$ cat src/rtl/load_use_stall_unit_pkg.sv
// Shared pipeline definitions: opcodes, writer-opcode test, scoreboard entry and
// interlock FSM state encoding.
package load_use_stall_unit_pkg;

    localparam logic [5:0] OP_ALU   = 6'd0;
    localparam logic [5:0] OP_ADDI  = 6'd8;
    localparam logic [5:0] OP_ADDIU = 6'd9;
    localparam logic [5:0] OP_SLTI  = 6'd10;
    localparam logic [5:0] OP_ANDI  = 6'd12;
    localparam logic [5:0] OP_XORI  = 6'd14;
    localparam logic [5:0] OP_LOAD  = 6'd34;

    typedef struct packed {
        logic       valid;
        logic       isLoad;
        logic [4:0] ds;
    } sbEntry_t;

    typedef enum logic [1:0] {
        IDLE  = 2'd0,
        HOLD1 = 2'd1,
        HOLD2 = 2'd2
    } stallState_t;

    // Same producer set the forwarding unit uses to decide who writes a register.
    function automatic logic isWriter(input logic [5:0] op);
        case (op)
            OP_ALU, OP_ADDI, OP_ADDIU, OP_SLTI, OP_ANDI, OP_XORI, OP_LOAD: return 1'b1;
            default: return 1'b0;
        endcase
    endfunction

    function automatic sbEntry_t invalidEntry();
        return '{valid: 1'b0, isLoad: 1'b0, ds: 5'd0};
    endfunction

endpackage

$ cat src/rtl/load_use_stall_unit_if.sv
// Issue-side bundle between the If stage and the load-use interlock.
interface load_use_stall_unit_if;

    logic        Enable;
    logic        IfValid;
    logic [5:0]  IfOp;
    logic [4:0]  IfRs;
    logic [4:0]  IfRt;
    logic [4:0]  IfDs;
    logic        Flush;
    logic        StallIf;
    logic        BubbleRr;
    logic        Busy;
    logic [15:0] StallCount;

    modport master (
        output Enable, IfValid, IfOp, IfRs, IfRt, IfDs, Flush,
        input  StallIf, BubbleRr, Busy, StallCount
    );

    modport slave (
        input  Enable, IfValid, IfOp, IfRs, IfRt, IfDs, Flush,
        output StallIf, BubbleRr, Busy, StallCount
    );

endinterface

$ cat src/rtl/load_use_stall_unit_scoreboard.sv
// Three-entry destination scoreboard (Rr, Calcs, Dm) with load-match outputs
// for the If-stage source registers.
module stall_scoreboard
    import load_use_stall_unit_pkg::*;
(
    input  logic     Clk,
    input  logic     Rst_n,
    input  sbEntry_t ifEntry,
    input  logic     killRr,
    input  logic [4:0] ifRs,
    input  logic [4:0] ifRt,
    output logic     hitRr,
    output logic     hitCalcs,
    output logic     hitDm
);

    sbEntry_t rrEntry;
    sbEntry_t calcsEntry;
    sbEntry_t dmEntry;

    function automatic logic srcHit(input logic [4:0] src, input sbEntry_t e);
        return (src != 5'd0) && e.valid && e.isLoad && (src == e.ds);
    endfunction

    // NOTE: only three entries, so every one is reset; a stale valid bit
    // after reset would raise a phantom stall on the first instruction.
    always_ff @(posedge Clk or negedge Rst_n) begin
        if (!Rst_n) begin
            rrEntry    <= invalidEntry();
            calcsEntry <= invalidEntry();
            dmEntry    <= invalidEntry();
        end else begin
            // NOTE: non-blocking so all three stages shift from pre-edge values.
            dmEntry    <= calcsEntry;
            calcsEntry <= rrEntry;
            rrEntry    <= killRr ? invalidEntry() : ifEntry;
        end
    end

    assign hitRr    = srcHit(ifRs, rrEntry)    | srcHit(ifRt, rrEntry);
    assign hitCalcs = srcHit(ifRs, calcsEntry) | srcHit(ifRt, calcsEntry);
    assign hitDm    = srcHit(ifRs, dmEntry)    | srcHit(ifRt, dmEntry);

endmodule

$ cat src/rtl/load_use_stall_unit.sv
// Load-use interlock: stalls If/Rr and bubbles Rr until Dm forwarding can
// supply a load result, and counts stall cycles (saturating).
module load_use_stall_unit
    import load_use_stall_unit_pkg::*;
(
    input  logic                  Clk,
    input  logic                  Rst_n,
    load_use_stall_unit_if.slave  bus
);

    sbEntry_t    ifEntry;
    logic        hitRr;
    logic        hitCalcs;
    logic        dmHitUnused;
    logic        hazard;
    logic        stallIf;
    logic        bubbleRr;
    stallState_t state;
    stallState_t nextState;
    logic [15:0] stallCount;

    assign ifEntry.valid  = bus.IfValid & isWriter(bus.IfOp) & (bus.IfDs != 5'd0);
    assign ifEntry.isLoad = (bus.IfOp == OP_LOAD);
    assign ifEntry.ds     = bus.IfDs;

    // Dm matches are satisfied by forwarding; the hit is kept only for visibility.
    stall_scoreboard uScoreboard (
        .Clk      (Clk),
        .Rst_n    (Rst_n),
        .ifEntry  (ifEntry),
        .killRr   (bubbleRr | bus.Flush),
        .ifRs     (bus.IfRs),
        .ifRt     (bus.IfRt),
        .hitRr    (hitRr),
        .hitCalcs (hitCalcs),
        .hitDm    (dmHitUnused)
    );

    assign hazard = bus.IfValid & (hitRr | hitCalcs);

    always_comb begin
        // NOTE: defaults first so no path through this block infers a latch.
        nextState = state;
        stallIf   = 1'b0;
        bubbleRr  = 1'b0;
        if (!bus.Enable || bus.Flush) begin
            nextState = IDLE;
        end else begin
            case (state)
                IDLE, HOLD1: begin
                    if (hazard) begin
                        stallIf   = 1'b1;
                        bubbleRr  = 1'b1;
                        nextState = hitRr ? HOLD2 : HOLD1;
                    end else begin
                        nextState = IDLE;
                    end
                end
                HOLD2: begin
                    stallIf   = 1'b1;
                    bubbleRr  = 1'b1;
                    nextState = HOLD1;
                end
                default: nextState = IDLE;
            endcase
        end
    end

    always_ff @(posedge Clk or negedge Rst_n) begin
        if (!Rst_n) begin
            state      <= IDLE;
            stallCount <= 16'd0;
        end else begin
            state <= nextState;
            if (stallIf && (stallCount != 16'hFFFF)) begin
                stallCount <= stallCount + 16'd1;
            end
        end
    end

    assign bus.StallIf    = stallIf;
    assign bus.BubbleRr   = bubbleRr;
    assign bus.Busy       = (state != IDLE);
    assign bus.StallCount = stallCount;

endmodule

$ cat src/flat_wrapper.sv
// flat-port wrapper written by rule: the top's interface ports become plain ports
module load_use_stall_unit_flat import load_use_stall_unit_pkg::*;
  (Clk, Rst_n, bus_Enable, bus_IfValid, bus_IfOp, bus_IfRs, bus_IfRt, bus_IfDs, bus_Flush, bus_StallIf, bus_BubbleRr, bus_Busy, bus_StallCount);
  load_use_stall_unit_if bus_i ();
  input  logic Clk;
  input  logic Rst_n;
  input wire logic [$bits(bus_i.Enable)-1:0] bus_Enable;
  input wire logic [$bits(bus_i.IfValid)-1:0] bus_IfValid;
  input wire logic [$bits(bus_i.IfOp)-1:0] bus_IfOp;
  input wire logic [$bits(bus_i.IfRs)-1:0] bus_IfRs;
  input wire logic [$bits(bus_i.IfRt)-1:0] bus_IfRt;
  input wire logic [$bits(bus_i.IfDs)-1:0] bus_IfDs;
  input wire logic [$bits(bus_i.Flush)-1:0] bus_Flush;
  output wire logic [$bits(bus_i.StallIf)-1:0] bus_StallIf;
  output wire logic [$bits(bus_i.BubbleRr)-1:0] bus_BubbleRr;
  output wire logic [$bits(bus_i.Busy)-1:0] bus_Busy;
  output wire logic [$bits(bus_i.StallCount)-1:0] bus_StallCount;
  assign bus_i.Enable = bus_Enable;
  assign bus_i.IfValid = bus_IfValid;
  assign bus_i.IfOp = bus_IfOp;
  assign bus_i.IfRs = bus_IfRs;
  assign bus_i.IfRt = bus_IfRt;
  assign bus_i.IfDs = bus_IfDs;
  assign bus_i.Flush = bus_Flush;
  assign bus_StallIf = bus_i.StallIf;
  assign bus_BubbleRr = bus_i.BubbleRr;
  assign bus_Busy = bus_i.Busy;
  assign bus_StallCount = bus_i.StallCount;
  load_use_stall_unit u_core (.Clk(Clk), .Rst_n(Rst_n), .bus(bus_i));
endmodule
$ cat config.mk
export PLATFORM = sky130hd
export DESIGN_NAME = load_use_stall_unit_flat
export DESIGN_NICKNAME = d
export VERILOG_FILES = /design/src/rtl/load_use_stall_unit_pkg.sv /design/src/rtl/load_use_stall_unit_if.sv /design/src/rtl/load_use_stall_unit_scoreboard.sv /design/src/rtl/load_use_stall_unit.sv /design/src/flat_wrapper.sv
export SDC_FILE = /design/constraint.sdc
export NUM_CORES = 1
export LEC_CHECK = 0
export ABC_AREA = 1
export BUFFER_PORTS_ARGS = -buffer_cell sky130_fd_sc_hd__buf_2
export CAP_MARGIN = 20
export CORE_MARGIN = 2
export CORE_UTILIZATION = 42
export CTS_CLUSTER_DIAMETER = 200
export DETAILED_ROUTE_END_ITERATION = 8
export GPL_ROUTABILITY_DRIVEN = 0
export GPL_TIMING_DRIVEN = 0
export SYNTH_ARGS = -nofsm -noshare
export SYNTH_HDL_FRONTEND = slang
export SYNTH_SLANG_ARGS = --single-unit
$ cat constraint.sdc
create_clock -name Clk -period 3 [get_ports Clk]
set_input_delay 0.45 -clock Clk [delete_from_list [all_inputs] [get_ports Clk]]
set_output_delay 0.45 -clock Clk [all_outputs]
set_load 0.005 [all_outputs]
==> impl_metrics.tcl <==
set metrics [dict create \
    outcome "finished, final reports clean" \
    clk_pin_slew_ns 0.07 \
    antenna_found_initial 0 \
    syn_to_final_growth_pct 20.3 \
    layout_setup_ws_ns 0.646 \
    hold_buffers 0 \
    cts_buffers 5 \
    dieHeight_um 73.8 \
    nets 370 \
    grt_use_total_pct 18.1 \
    first_pass_iters 4 \
    vias_per_cell 4.59 \
    cp.arrival_ns 1.90 \
    place_hpwl_mm 3.40 \
    synth.largest_area_cell "dfrtp_1" \
    async_flop_share_pct 100 \
    finalSetupViolations 0 \
    cts_setup_buffers 0 \
    grt_max_degree 33 \
    critPathRequiredTime_ns 2.55 \
    clock-sinks 32 \
    synth_edf_count 0 \
    clk_latency_ns 0.28 \
    maxCapViolCount 0 \
    final_area_sq_um 2460 \
    synth_cell_types 27 \
    dpl_cell_area_sq_um 2350 \
    syn_nets 319 \
    worstSetupEndpointType "primary output" \
    routedWlPerCell_um 10.8 \
    rr_startpoint "u_core.bus.StallCount[0]" \
    grt_overflow 0 \
    root_buffer "clkbuf_8" \
    ios 45 \
    synth_flop_cell "dfrtp_1" \
    yosysMostFrequentCell "nand2_1" \
    p_leak_nw 1.40 \
    clock_path_buffers 2 \
    setup.worst_path.class "flop to primary output" \
    fp.dieW_um 73.8 \
    synthTopCellsByCount "nand2_1, inv_1, nor2_1" \
    grt_pass1_vias 1706 \
    fmax_mhz 425 \
    diodes 0 \
    portBuffers 44 \
    worstMarginPinSlew_ns 0.724 \
    reg2reg_setup_slack_ns 1.18 \
    num_vias 1885 \
    min_path_type "primary input to async pin" \
    fillCellCount 495 \
    core_area_sq_um 4720 \
    drtIter0Drc 70 \
    drcViolationCount 0 \
    layout-drive-gt1-share_pct 23.5 \
    ys_top_cells_by_area "dfrtp_1, nand2_1, inv_1" \
    antenna_left 0 \
    rows 25 \
    maxSlewHeadroom_pct 51.7 \
    min_period_ns 2.35 \
    synth.avg_cell_area_sq_um 7.01 \
    netlist.area_leader.share_pct 39.1 \
    ff2ff_path_depth 9 \
    worstReg2RegEnd "u_core.bus.StallCount[6]" \
    period_share_pct 78.5 \
    final.setup.tns_ns 0 \
    post_cts_resized 0 \
    rsz0062_at_grt "no" \
    syn_inst 292 \
    grt_pass1_wl_mm 7.66 \
    irDropWorstVdd_mv 0.166 \
    cts_tree "built" \
    slew_viol_final 0 \
    power.density_nw_per_um2 383 \
    yosys_warnings 0 \
    syn_area_sq_um 2050 \
    ys_seq_area_share_pct 39.1 \
    yosys_register_bits 32 \
    start_util_pct 43.3 \
    dieArea_sq_um 5440 \
    hold_violations 0 \
    pre_cts_ws_ns 0.756 \
    cp-start-kind "flop" \
    skew_ns 0.00776 \
    crit_path_max_fanout 4 \
    cts_max_level 2 \
    wirelength_mm 4.43 \
]
==> placed cells by master, fill, tap and decap left out, types with 2 or more instances in the layout <==
cell type / Yosys / final
inv_1: 36 / 36
nand4_1: 20 / 20
nand4_2: 2 / 2
nor3_1: 5 / 5
buf_8: 2 / 2
nand2_1: 106 / 106
buf_2: 3 / 47
nor2_1: 36 / 36
nand3_2: 5 / 5
nor2_2: 3 / 3
dfrtp_1: 32 / 32
clkbuf_8: 0 / 5
inv_2: 7 / 7
xor2_1: 10 / 10
nand2_2: 2 / 2
nand3_1: 9 / 9
xnor2_1: 3 / 3
==> state kept, by name, indices dropped and copies added (netlist names) <==
register                       cells
u_core.bus.StallCount             16
u_core.state                       2
u_core.uScoreboard.calcsEntry      7
u_core.uScoreboard.rrEntry         7
==> worst max-delay path, cell delays in order (launching register included) <==
cell     delay, ns
dfrtp_1       0.43
inv_1         0.09
nand2_1       0.05
nand2_1       0.06
nor2_1        0.04
nand2_1       0.07
nor2_2        0.04
nor2_2        0.19
nand3_2       0.09
nand2_2       0.08
nand2_4       0.06
nand2_1       0.11
inv_1         0.07
buf_4         0.12
buf_2         0.11
==> cells by family (layout without fill, tap and decap cells) <==
family,Yosys count,count (layout),share of synthesized area [%]
AO/OA/AOI/OAI,5,5,1.53
XOR/XNOR,13,13,5.57
AND/OR/NAND/NOR,191,191,42.1
flip-flops,32,32,39.1
buffers and inverters,50,102,11.0
adder cells (fa/ha/maj),1,1,0.612
==> report_power, final <==
part | total, mW | leakage, nW | internal (mW) | switching (mW)
Combinational | 0.0859 | 0.908 | 0.0315 | 0.0544
Sequential | 0.445 | 0.436 | 0.439 | 0.00669
Clock | 0.410 | 0.0541 | 0.246 | 0.165
==> layout make-up <==
| type | count | area, sq um | share of cell area, % |
|---|---|---|---|
| tap | 67 | 83.8 | 3.41 |
| clock inverter | 3 | 42.5 | 1.73 |
| multi-input combinational | 210 | 1020 | 41.4 |
| sequential | 32 | 801 | 32.5 |
| clock buffer | 5 | 68.8 | 2.80 |
| buffer | 7 | 63.8 | 2.59 |
| timing repair buffer | 44 | 220 | 8.95 |
| inverter | 43 | 161 | 6.56 |
==> worst max-delay path by stage <==
stage	startpoint	endpoint	slack, ns	cells past startpoint
after CTS	u_core.uScoreboard.rrEntry[0]	bus_StallIf	0.64	14
final	u_core.uScoreboard.rrEntry[0]	bus_StallIf	0.65	14
after global placement	bus_IfRt[0]	bus_StallIf	0.75	13
after global routing	u_core.uScoreboard.rrEntry[2]	bus_StallIf	0.46	14
after floorplan	bus_IfRt[0]	bus_StallIf	1.17	11
after detailed placement	bus_IfRt[0]	bus_StallIf	0.76	13
==> metal layers <==
metal  share of wire (%)  up-vias  track usage, %
met5                   0        -               0
met4                 1.3        0            5.45
met3                 5.4        7            3.70
met2                  40       51            25.9
met1                  54      813            27.3
li1                    -     1014               -
==> per-stage QoR <==
stage	cells	utilization [%]	hold slack [ns]	total power, mW
4_1_cts	411	52.1	0.252	0.958
6_report	411	52.1	0.223	0.942
5_1_grt	411	52.1	0.270	0.989
3_3_place_gp	403	49.7	0.359	0.540
2_1_floorplan	292	-	0.154	0.498
3_5_place_dp	403	49.7	0.362	0.541
No activity file was read; power rests on OpenSTA's default activity.
